===== config.mk =====
export PLATFORM = sky130hd
export DESIGN_NAME = gate_lane_scheduler
export DESIGN_NICKNAME = d
export VERILOG_FILES = /design/src/rtl/gate_lane_scheduler_pkg.sv /design/src/rtl/gate_lane_scheduler_lane_timer.sv /design/src/rtl/gate_lane_scheduler.sv
export SDC_FILE = /design/constraint.sdc
export NUM_CORES = 1
export LEC_CHECK = 0
export CORE_MARGIN = 2
export CORE_UTILIZATION = 55
export DETAILED_ROUTE_END_ITERATION = 10
export PLACE_DENSITY_LB_ADDON = 0.2
export SYNTH_ARGS = -nofsm -noshare
export SYNTH_HDL_FRONTEND = slang
export SYNTH_SLANG_ARGS = --single-unit

===== constraint.sdc =====
create_clock -name clk -period 2.73 [get_ports clk]
set_clock_uncertainty 0.05 [all_clocks]
set_input_delay 0.6825 -clock clk [delete_from_list [all_inputs] [get_ports clk]]
set_output_delay 0.6825 -clock clk [all_outputs]
set_load 0.01 [all_outputs]

===== src/rtl/gate_lane_scheduler_pkg.sv =====
// Shared types and default constants for the single-lane barrier scheduler.
package gate_lane_scheduler_pkg;

    typedef enum logic [1:0] {
        ST_IDLE  = 2'd0,
        ST_OPEN  = 2'd1,
        ST_CLOSE = 2'd2
    } state_t;

    typedef enum logic {
        DIR_ENT = 1'b0,
        DIR_EXT = 1'b1
    } dir_t;

    localparam int DEF_CAPACITY     = 10;
    localparam int DEF_CNT_W        = 4;
    localparam int DEF_OPEN_MAX     = 16;
    localparam int DEF_CLOSE_CYCLES = 4;

    function automatic int max_int(input int a, input int b);
        return (a > b) ? a : b;
    endfunction

endpackage


===== src/rtl/gate_lane_scheduler_lane_timer.sv =====
// Loadable down-counter shared by the open-phase timeout and the close-phase duration.
module lane_timer #(
    parameter int W = 5
) (
    input  logic         clk,
    input  logic         clr_n,
    input  logic         load,
    input  logic         en,
    input  logic [W-1:0] load_val,
    output logic         zero
);

    logic [W-1:0] cnt_q;
    logic [W-1:0] cnt_d;

    always_comb begin
        cnt_d = cnt_q;
        if (load) begin
            cnt_d = load_val;
        end else if (en && (cnt_q != '0)) begin
            cnt_d = cnt_q - W'(1);
        end
    end

    always_ff @(posedge clk or negedge clr_n) begin
        if (!clr_n) begin
            cnt_q <= '0;
        end else begin
            cnt_q <= cnt_d;
        end
    end

    assign zero = (cnt_q == '0);

endmodule


===== src/rtl/gate_lane_scheduler.sv =====
// Shared entry/exit barrier sequencer: round-robin arbitration, open/close phasing
// and the lot occupancy counter with full/empty guarding.
module gate_lane_scheduler
    import gate_lane_scheduler_pkg::*;
#(
    parameter int CAPACITY     = DEF_CAPACITY,
    parameter int CNT_W        = DEF_CNT_W,
    parameter int OPEN_MAX     = DEF_OPEN_MAX,
    parameter int CLOSE_CYCLES = DEF_CLOSE_CYCLES
) (
    input  logic             clk,
    input  logic             clr_n,
    input  logic             ent,
    input  logic             ext,
    input  logic             pass,
    output logic             ent_gnt,
    output logic             ext_gnt,
    output logic             open,
    output logic             close,
    output logic             timeout,
    output logic [CNT_W-1:0] count,
    output logic             full,
    output logic             empty,
    output state_t           dbg_state
);

    localparam int TMR_W = $clog2(max_int(OPEN_MAX, CLOSE_CYCLES) + 1);

    // The timer holds the number of cycles left after the current one,
    // so a phase of N cycles loads N-1 and ends on the cycle it reads zero.
    localparam logic [TMR_W-1:0] OPEN_LOAD  = TMR_W'(OPEN_MAX - 1);
    localparam logic [TMR_W-1:0] CLOSE_LOAD = TMR_W'(CLOSE_CYCLES - 1);
    localparam logic [CNT_W-1:0] CAP_VAL    = CNT_W'(CAPACITY);

    state_t           state_q,   state_d;
    dir_t             dir_q,     dir_d;
    dir_t             last_q,    last_d;
    logic [CNT_W-1:0] count_q,   count_d;
    logic             ent_gnt_q, ent_gnt_d;
    logic             ext_gnt_q, ext_gnt_d;
    logic             open_q,    open_d;
    logic             close_q,   close_d;
    logic             timeout_q, timeout_d;

    logic             full_w;
    logic             empty_w;
    logic             ent_ok;
    logic             ext_ok;
    dir_t             grant_dir;

    logic             tmr_load;
    logic             tmr_en;
    logic [TMR_W-1:0] tmr_load_val;
    logic             tmr_zero;

    lane_timer #(
        .W (TMR_W)
    ) u_lane_timer (
        .clk      (clk),
        .clr_n    (clr_n),
        .load     (tmr_load),
        .en       (tmr_en),
        .load_val (tmr_load_val),
        .zero     (tmr_zero)
    );

    assign full_w  = (count_q == CAP_VAL);
    assign empty_w = (count_q == '0);
    assign ent_ok  = ent && !full_w;
    assign ext_ok  = ext && !empty_w;

    always_comb begin
        state_d      = state_q;
        dir_d        = dir_q;
        last_d       = last_q;
        count_d      = count_q;
        ent_gnt_d    = 1'b0;
        ext_gnt_d    = 1'b0;
        timeout_d    = 1'b0;
        tmr_load     = 1'b0;
        tmr_en       = 1'b0;
        tmr_load_val = OPEN_LOAD;
        grant_dir    = DIR_ENT;

        case (state_q)
            ST_IDLE: begin
                if (ent_ok || ext_ok) begin
                    // On a tie the direction not served last wins.
                    if (ent_ok && ext_ok) begin
                        grant_dir = (last_q == DIR_EXT) ? DIR_ENT : DIR_EXT;
                    end else begin
                        grant_dir = ent_ok ? DIR_ENT : DIR_EXT;
                    end
                    state_d      = ST_OPEN;
                    dir_d        = grant_dir;
                    last_d       = grant_dir;
                    ent_gnt_d    = (grant_dir == DIR_ENT);
                    ext_gnt_d    = (grant_dir == DIR_EXT);
                    tmr_load     = 1'b1;
                    tmr_load_val = OPEN_LOAD;
                end
            end
            ST_OPEN: begin
                if (pass) begin
                    state_d      = ST_CLOSE;
                    count_d      = (dir_q == DIR_ENT) ? count_q + CNT_W'(1)
                                                      : count_q - CNT_W'(1);
                    tmr_load     = 1'b1;
                    tmr_load_val = CLOSE_LOAD;
                end else if (tmr_zero) begin
                    state_d      = ST_CLOSE;
                    timeout_d    = 1'b1;
                    tmr_load     = 1'b1;
                    tmr_load_val = CLOSE_LOAD;
                end else begin
                    tmr_en = 1'b1;
                end
            end
            ST_CLOSE: begin
                if (tmr_zero) begin
                    state_d = ST_IDLE;
                end else begin
                    tmr_en = 1'b1;
                end
            end
            default: begin
                state_d = ST_IDLE;
            end
        endcase

        open_d  = (state_d == ST_OPEN);
        close_d = (state_d == ST_CLOSE);
    end

    always_ff @(posedge clk or negedge clr_n) begin
        if (!clr_n) begin
            state_q   <= ST_IDLE;
            dir_q     <= DIR_ENT;
            last_q    <= DIR_EXT;
            count_q   <= '0;
            ent_gnt_q <= 1'b0;
            ext_gnt_q <= 1'b0;
            open_q    <= 1'b0;
            close_q   <= 1'b0;
            timeout_q <= 1'b0;
        end else begin
            state_q   <= state_d;
            dir_q     <= dir_d;
            last_q    <= last_d;
            count_q   <= count_d;
            ent_gnt_q <= ent_gnt_d;
            ext_gnt_q <= ext_gnt_d;
            open_q    <= open_d;
            close_q   <= close_d;
            timeout_q <= timeout_d;
        end
    end

    assign ent_gnt   = ent_gnt_q;
    assign ext_gnt   = ext_gnt_q;
    assign open      = open_q;
    assign close     = close_q;
    assign timeout   = timeout_q;
    assign count     = count_q;
    assign full      = full_w;
    assign empty     = empty_w;
    assign dbg_state = state_q;

endmodule


==> results.tsv, run 1 <==
metric	value	unit
status	finished clean	
Fill cells	126	
Chip Width	47.11	um
Fmax	0.3711	GHz
1st-iter DRT viols	21	
synthesized instance count	98	
nets@finish	136	
register area	452.9	um^2
Clock Path Buffers	2	
number of synthesized flops with an enable pin	0	
largest family of logic cells by synthesized area	compound AO/OA/AOI/OAI gates	
syn nets	112	
CTS tree	built	
area of the multi-input gates	531.8	um^2
design area	0.001282	mm^2
total track usage	21.93	%
Root Buffer	clkbuf_4	
commonest cells after routing, fill and taps aside	clkdlybuf4s50_1, dfrtp_1, inv_1, ha_1, nand2_1	
number of global-route vias before repair	758	
routed len/inst	14.00	um
Primary FF master, synth	dfrtp_1	
multiplexer share of the synthesized area	0.9792	%
final setup fails	0	
depth of the CTS H-tree	1	
IO Pins	18	
largest net degree at the start of global routing	19	
worst-path fanout max	8	
sequential area share after synthesis	44.19	%
GPL Wtd Cong	0.8853	
DR vias	800	
Post-route DRC	0	
post-route clock period utilization	98.70	%
most common cell after layout, fill and taps aside	clkdlybuf4s50_1	
grt total ovfl	0	
Crit. End Element	primary output	
Post-Synth XOR/XNOR Area	5.998	%
syn avg cell area	10.43	um^2
hpwl dp	1512	um
pwr/cell area	1160	mW/mm^2
initial antenna violation count	0	
crit path kind	flop to primary output	
core region area	0.001745	mm^2
die area	0.002219	mm^2
Synth-to-Final Area Change	25.46	%
Antenna Cells	0	
Hold Vio Cnt, Final	0	
Routed Antenna Nets	0	
clock-pin slew on the worst setup and hold paths	0.11	ns
launching element type of the critical path	flop	
total CTS buffers	3	
Final Power	1487	uW
routed wire length	2044	um
Placed Area	0.001237	mm^2
fin util	73.48	%
Die Y	47.11	um
Initial Util	58.57	%
first drt pass iteration count	5	
Yosys warnings	0	
Via density	5.479	
Synth async-reset ratio	100.0	%
P_leak	0.0006064	uW
Slew HR	72.99	%
final setup TNS	0	ns
first-pass GRT wire length	3422	um
Worst EP required	2.00	ns
Syn Std Cell Area	0.001022	mm^2
Synth Area in Simple Gates	15.06	%
Compound-Gate Fraction of Synth Area	18.24	%
adder-cell area share of the yosys netlist	11.75	%
Synth cell types	36	
WP data arrival	1.96	ns
Final min period	2.694	ns
Worst Tran Pin Value	0.4043	ns
clk_lat worst skew	0.30	ns
Core Rows	15	
Hold/Removal Path Class	flop to flop	
unrepaired setup endpoints after global routing	no	
max-cap violations	0	
share of layout cells above drive strength 1	10.74	%
max-slew violations	0	
Peak VDD IR	0.0007282	V
port buffer count	17	
CTS Sinks	18	
Synth Register Bits	18	
==> cell usage after synthesis, types with 2 or more instances <==
library cell   n  area (um^2)
xor2_1         3        26.28
nand3_1        2        10.01
xnor2_1        4        35.03
nor3_1         3        15.01
ha_1           8        100.1
dfrtp_1       17        425.4
a21o_1         3        22.52
a21boi_0       2        15.01
nor2_1         5        18.77
a21oi_1        3        15.01
o21ai_0        4        20.02
o211ai_1       3        22.52
o2111ai_1      3        26.28
inv_1          8        30.03
nor2b_1        2        12.51
nand2_1        7        26.28
and2_1         2        12.51
==> logic make-up (layout without fill, tap and decap cells) <==
| kind of cell | after synthesis | in the layout |
|---|---|---|
| fa+ha+maj | 9 | 9 |
| simple gates | 28 | 28 |
| xor+xnor | 7 | 7 |
| compound gates | 25 | 25 |
| flops | 18 | 18 |
| buf+inv | 10 | 33 |
| mux | 1 | 1 |
==> what timing repair did <==
item                       CTS  global route
hold buffers                 0             0
buffers inserted             0             1
setup endpoints to repair    0             1
gates resized for setup      0             1
==> stage by stage <==
step           worst slack, ns  hold WS (ns)  std cells
4_1_cts                0.02511        0.4810        145
3_5_place_dp            0.3717        0.4664        141
5_1_grt               0.006211        0.5016        146
3_3_place_gp            0.3766        0.4632        141
2_1_floorplan           0.7779        0.3369         98
6_report               0.03561        0.4785        146
==> path summary, 6_finish.rpt <==
check | from | end | slack [ns] | cells past startpoint
min in group asynchronous | clr_n | timeout | 0.65 | 2
max in group asynchronous | clr_n | last_q | 1.71 | 2
max | count[1] | empty | 0.04 | 3
min reg2reg | last_q | last_q | 0.48 | 1
min | last_q | last_q | 0.48 | 1
max reg2reg | u_lane_timer.cnt_q[0] | close | 0.77 | 6
==> report_power, final <==
group / internal [uW] / leakage, uW / switching [uW] / total (uW)
clock: 81.3 / 0.0000210 / 85.2 / 167
combinational: 404 / 0.000368 / 407 / 811
sequential: 389 / 0.000217 / 120 / 510
total: 874 / 0.000606 / 613 / 1490
==> flip-flops by register name, summed over array words and instances, names as in the netlist <==
signal,cells
close,1
count,4
dbg_state,2
dir_q,1
ent_gnt,1
ext_gnt,1
last_q,1
open,1
timeout,1
u_lane_timer.cnt_q,5
==> metal layers <==
layer | track usage [%] | wire [um] | vias up
met5 | 0 | 0 | -
met4 | 7.222 | 34 | 0
met3 | 2.308 | 73 | 4
met2 | 37.26 | 938 | 22
met1 | 29.34 | 998 | 379
li1 | - | - | 395
==> area by class of cell <==
type                            instances  area share (%)
Multi-Input combinational cell         70           41.46
Sequential cell                        18           35.32
Timing Repair Buffer                   21           15.61
Clock buffer                            4           2.829
Tap cell                               25           2.439
Inverter                                8           2.341
==> critical path, stage by stage (launching register included) <==
cell	delay, ns
dfrtp_2	0.47
or4_1	0.59
inv_1	0.08
clkdlybuf4s50_1	0.53
No activity file was read; power rests on OpenSTA's default activity.
==> run 2, diff against run 1 <==
PLACE_DENSITY = 0.89   (was not set)
PLACE_DENSITY_LB_ADDON = not set   (was 0.2)
==> run 2 against run 1 <==
Compared with the run above: total power down 2.5%; clock power is 4% lower; largest power group unchanged; critical path type unchanged; critical path depth unchanged; hold slack worse by 0.0043 ns; combinational power down 4.9%; non-clock buffer count fell by 3.
==> results.tsv, run 2 (synthesized netlist as in run 1, its figures left out) <==
metric	value	unit	change
routed len/inst	13.25	um	-5.3%
fin util	72.47	%	-1.0 points
commonest cells after routing, fill and taps aside	clkdlybuf4s50_1, dfrtp_1, inv_1, ha_1, nand2_1		
Slew HR	48.35	%	-25 points
worst-path fanout max	8		unchanged
core region area	0.001745	mm^2	unchanged
P_leak	0.0005922	uW	-2.3%
Initial Util	58.57	%	unchanged
worst hold stages	1		unchanged
routed wire length	1895	um	-7.3%
worst path cell trace	or4_4, inv_1, clkdlybuf4s50_1		
Worst EP required	2.00	ns	about the same
Seq pwr share	35.8	%	+1.5 points
Antenna Cells	0		unchanged
Largest Register	u_lane_timer.cnt_q		
final setup fails	0		unchanged
depth of the CTS H-tree	1		unchanged
Peak VDD IR	0.0007754	V	+6.5%
Crit. End Element	primary output		
clk_lat worst skew	0.28	ns	-0.02 ns
Final min period	2.636	ns	-0.05808 ns
CTS Sinks	18		unchanged
Routed Antenna Nets	0		unchanged
IO Pins	18		unchanged
largest net degree at the start of global routing	19		unchanged
hold buffers post-CTS	0		unchanged
reg-to-reg endpoint	close		
total CTS buffers	3		unchanged
number of global-route vias before repair	765		+0.92%
crit path kind	flop to primary output		
WP data arrival	1.90	ns	-0.06 ns
Via density	5.434		-0.84%
clock-pin slew on the worst setup and hold paths	0.10	ns	about the same
Slowest-stage cell, CP	or4_4		
total track usage	20.83	%	-1.1 points
CTS tree	built		
CP Buf/Inv Count	2		unchanged
die area	0.002219	mm^2	unchanged
stages on the worst setup path	3		unchanged
min-delay src	last_q		
switch share	40.54	%	-0.67 points
Final Power	1449	uW	-2.5%
clock share of power	11.0	%	-0.2 points
hold path endpoint	last_q		
Combinational Power Share	53.2	%	-1.3 points
max-slew violations	0		unchanged
Hold/Removal Path Class	flop to flop		
Core Rows	15		unchanged
CP peak stage delay	0.56	ns	-0.03 ns
Fmax	0.3793	GHz	+2.2%
Die Y	47.11	um	unchanged
Post-route DRC	0		unchanged
port buffer count	17		unchanged
initial antenna violation count	0		unchanged
DR vias	777		-2.9%
R2R cell count	6		unchanged
grt total ovfl	0		unchanged
first drt pass iteration count	4		-1
Worst Tran Pin Value	0.7724	ns	+0.3681 ns
Root Buffer	clkbuf_4		
Synth-to-Final Area Change	23.75	%	
Worst R2R Start	u_lane_timer.cnt_q[0]		
Pint	861.8	uW	-1.4%
final setup TNS	0	ns	unchanged
1st-iter DRT viols	5		-76%
unrepaired setup endpoints after global routing	no		
R2R Setup Slk	0.77	ns	about the same
P_sw	587.6	uW	-4.1%
share of layout cells above drive strength 1	10.17	%	-0.57 points
launching element type of the critical path	flop		
Chip Width	47.11	um	unchanged
most common cell after layout, fill and taps aside	clkdlybuf4s50_1		
post-route clock period utilization	96.57	%	-2.1 points
nets@finish	133		-2.2%
pwr/cell area	1146	mW/mm^2	-1.2%
status	finished clean		
Setup Buffers After CTS	0		unchanged
hpwl dp	1477	um	-2.3%
Clock Path Buffers	2		unchanged
Hold Vio Cnt, Final	0		unchanged
cell family with most CP delay	buffers and inverters		
first-pass GRT wire length	3249	um	-5.1%
max-cap violations	0		unchanged
max reg flops	5		unchanged
GPL Wtd Cong	0.7516		-15%
[run 2: cell count changes in the layout (fill, tap and decap cells not counted), sizes merged]
cell and change:
buf -3
[run 2: repair_timing]
action | in CTS | in global routing
resized for setup | 0 | 3
endpoints found under the setup margin | 0 | 1
endpoints found under the hold margin | 0 | 0
[run 2: cell type report]
| class | count | area, um^2 |
|---|---|---|
| clock buffers | 4 | 36.28 |
| fillers | 128 | 480.5 |
| inverters | 8 | 30.03 |
| multi-input cells | 70 | 535.5 |
| flip-flops and latches | 18 | 454.2 |
| well taps | 25 | 31.28 |
| repair buffers | 18 | 177.7 |
[run 2: power by group through the flow]
stage	Combinational (uW)	Clock, uW	Sequential [uW]
5_1_grt	865	171	539
4_1_cts	775	167	515
3_5_place_dp	764	0	519
2_1_floorplan	480	0	516
3_3_place_gp	746	0	509
6_report	771	160	519
[run 2: routing by layer]
layer / vias up / track usage (%) / part of all wire [%] / wire (um)
met5: - / 0 / 0 / 0
met4: 0 / 8.333 / 1.4 / 27
met3: 4 / 2.692 / 3.6 / 68
met2: 16 / 36.99 / 51 / 963
met1: 367 / 25.42 / 44 / 835
li1: 390 / - / - / -
[run 2: worst max-delay path by stage]
stage | start | endpoint | slack, ns
global route | count[1] | empty | 0.02
global placement | count[1] | empty | 0.39
detailed placement | ext | close | 0.36
floorplan | count[0] | empty | 0.78
finish | count[1] | empty | 0.09
CTS | count[1] | empty | 0.03
[run 2: stage by stage]
step | hold WS, ns | setup WS, ns | cell area (um^2) | instances
CTS | 0.4758 | 0.02880 | 1259 | 143
global route | 0.4954 | 0.02121 | 1265 | 143
finish | 0.4742 | 0.09369 | 1265 | 143
detailed placement | 0.4605 | 0.3570 | 1222 | 139
floorplan | 0.3369 | 0.7779 | 1022 | 98
global placement | 0.4624 | 0.3922 | 1222 | 139
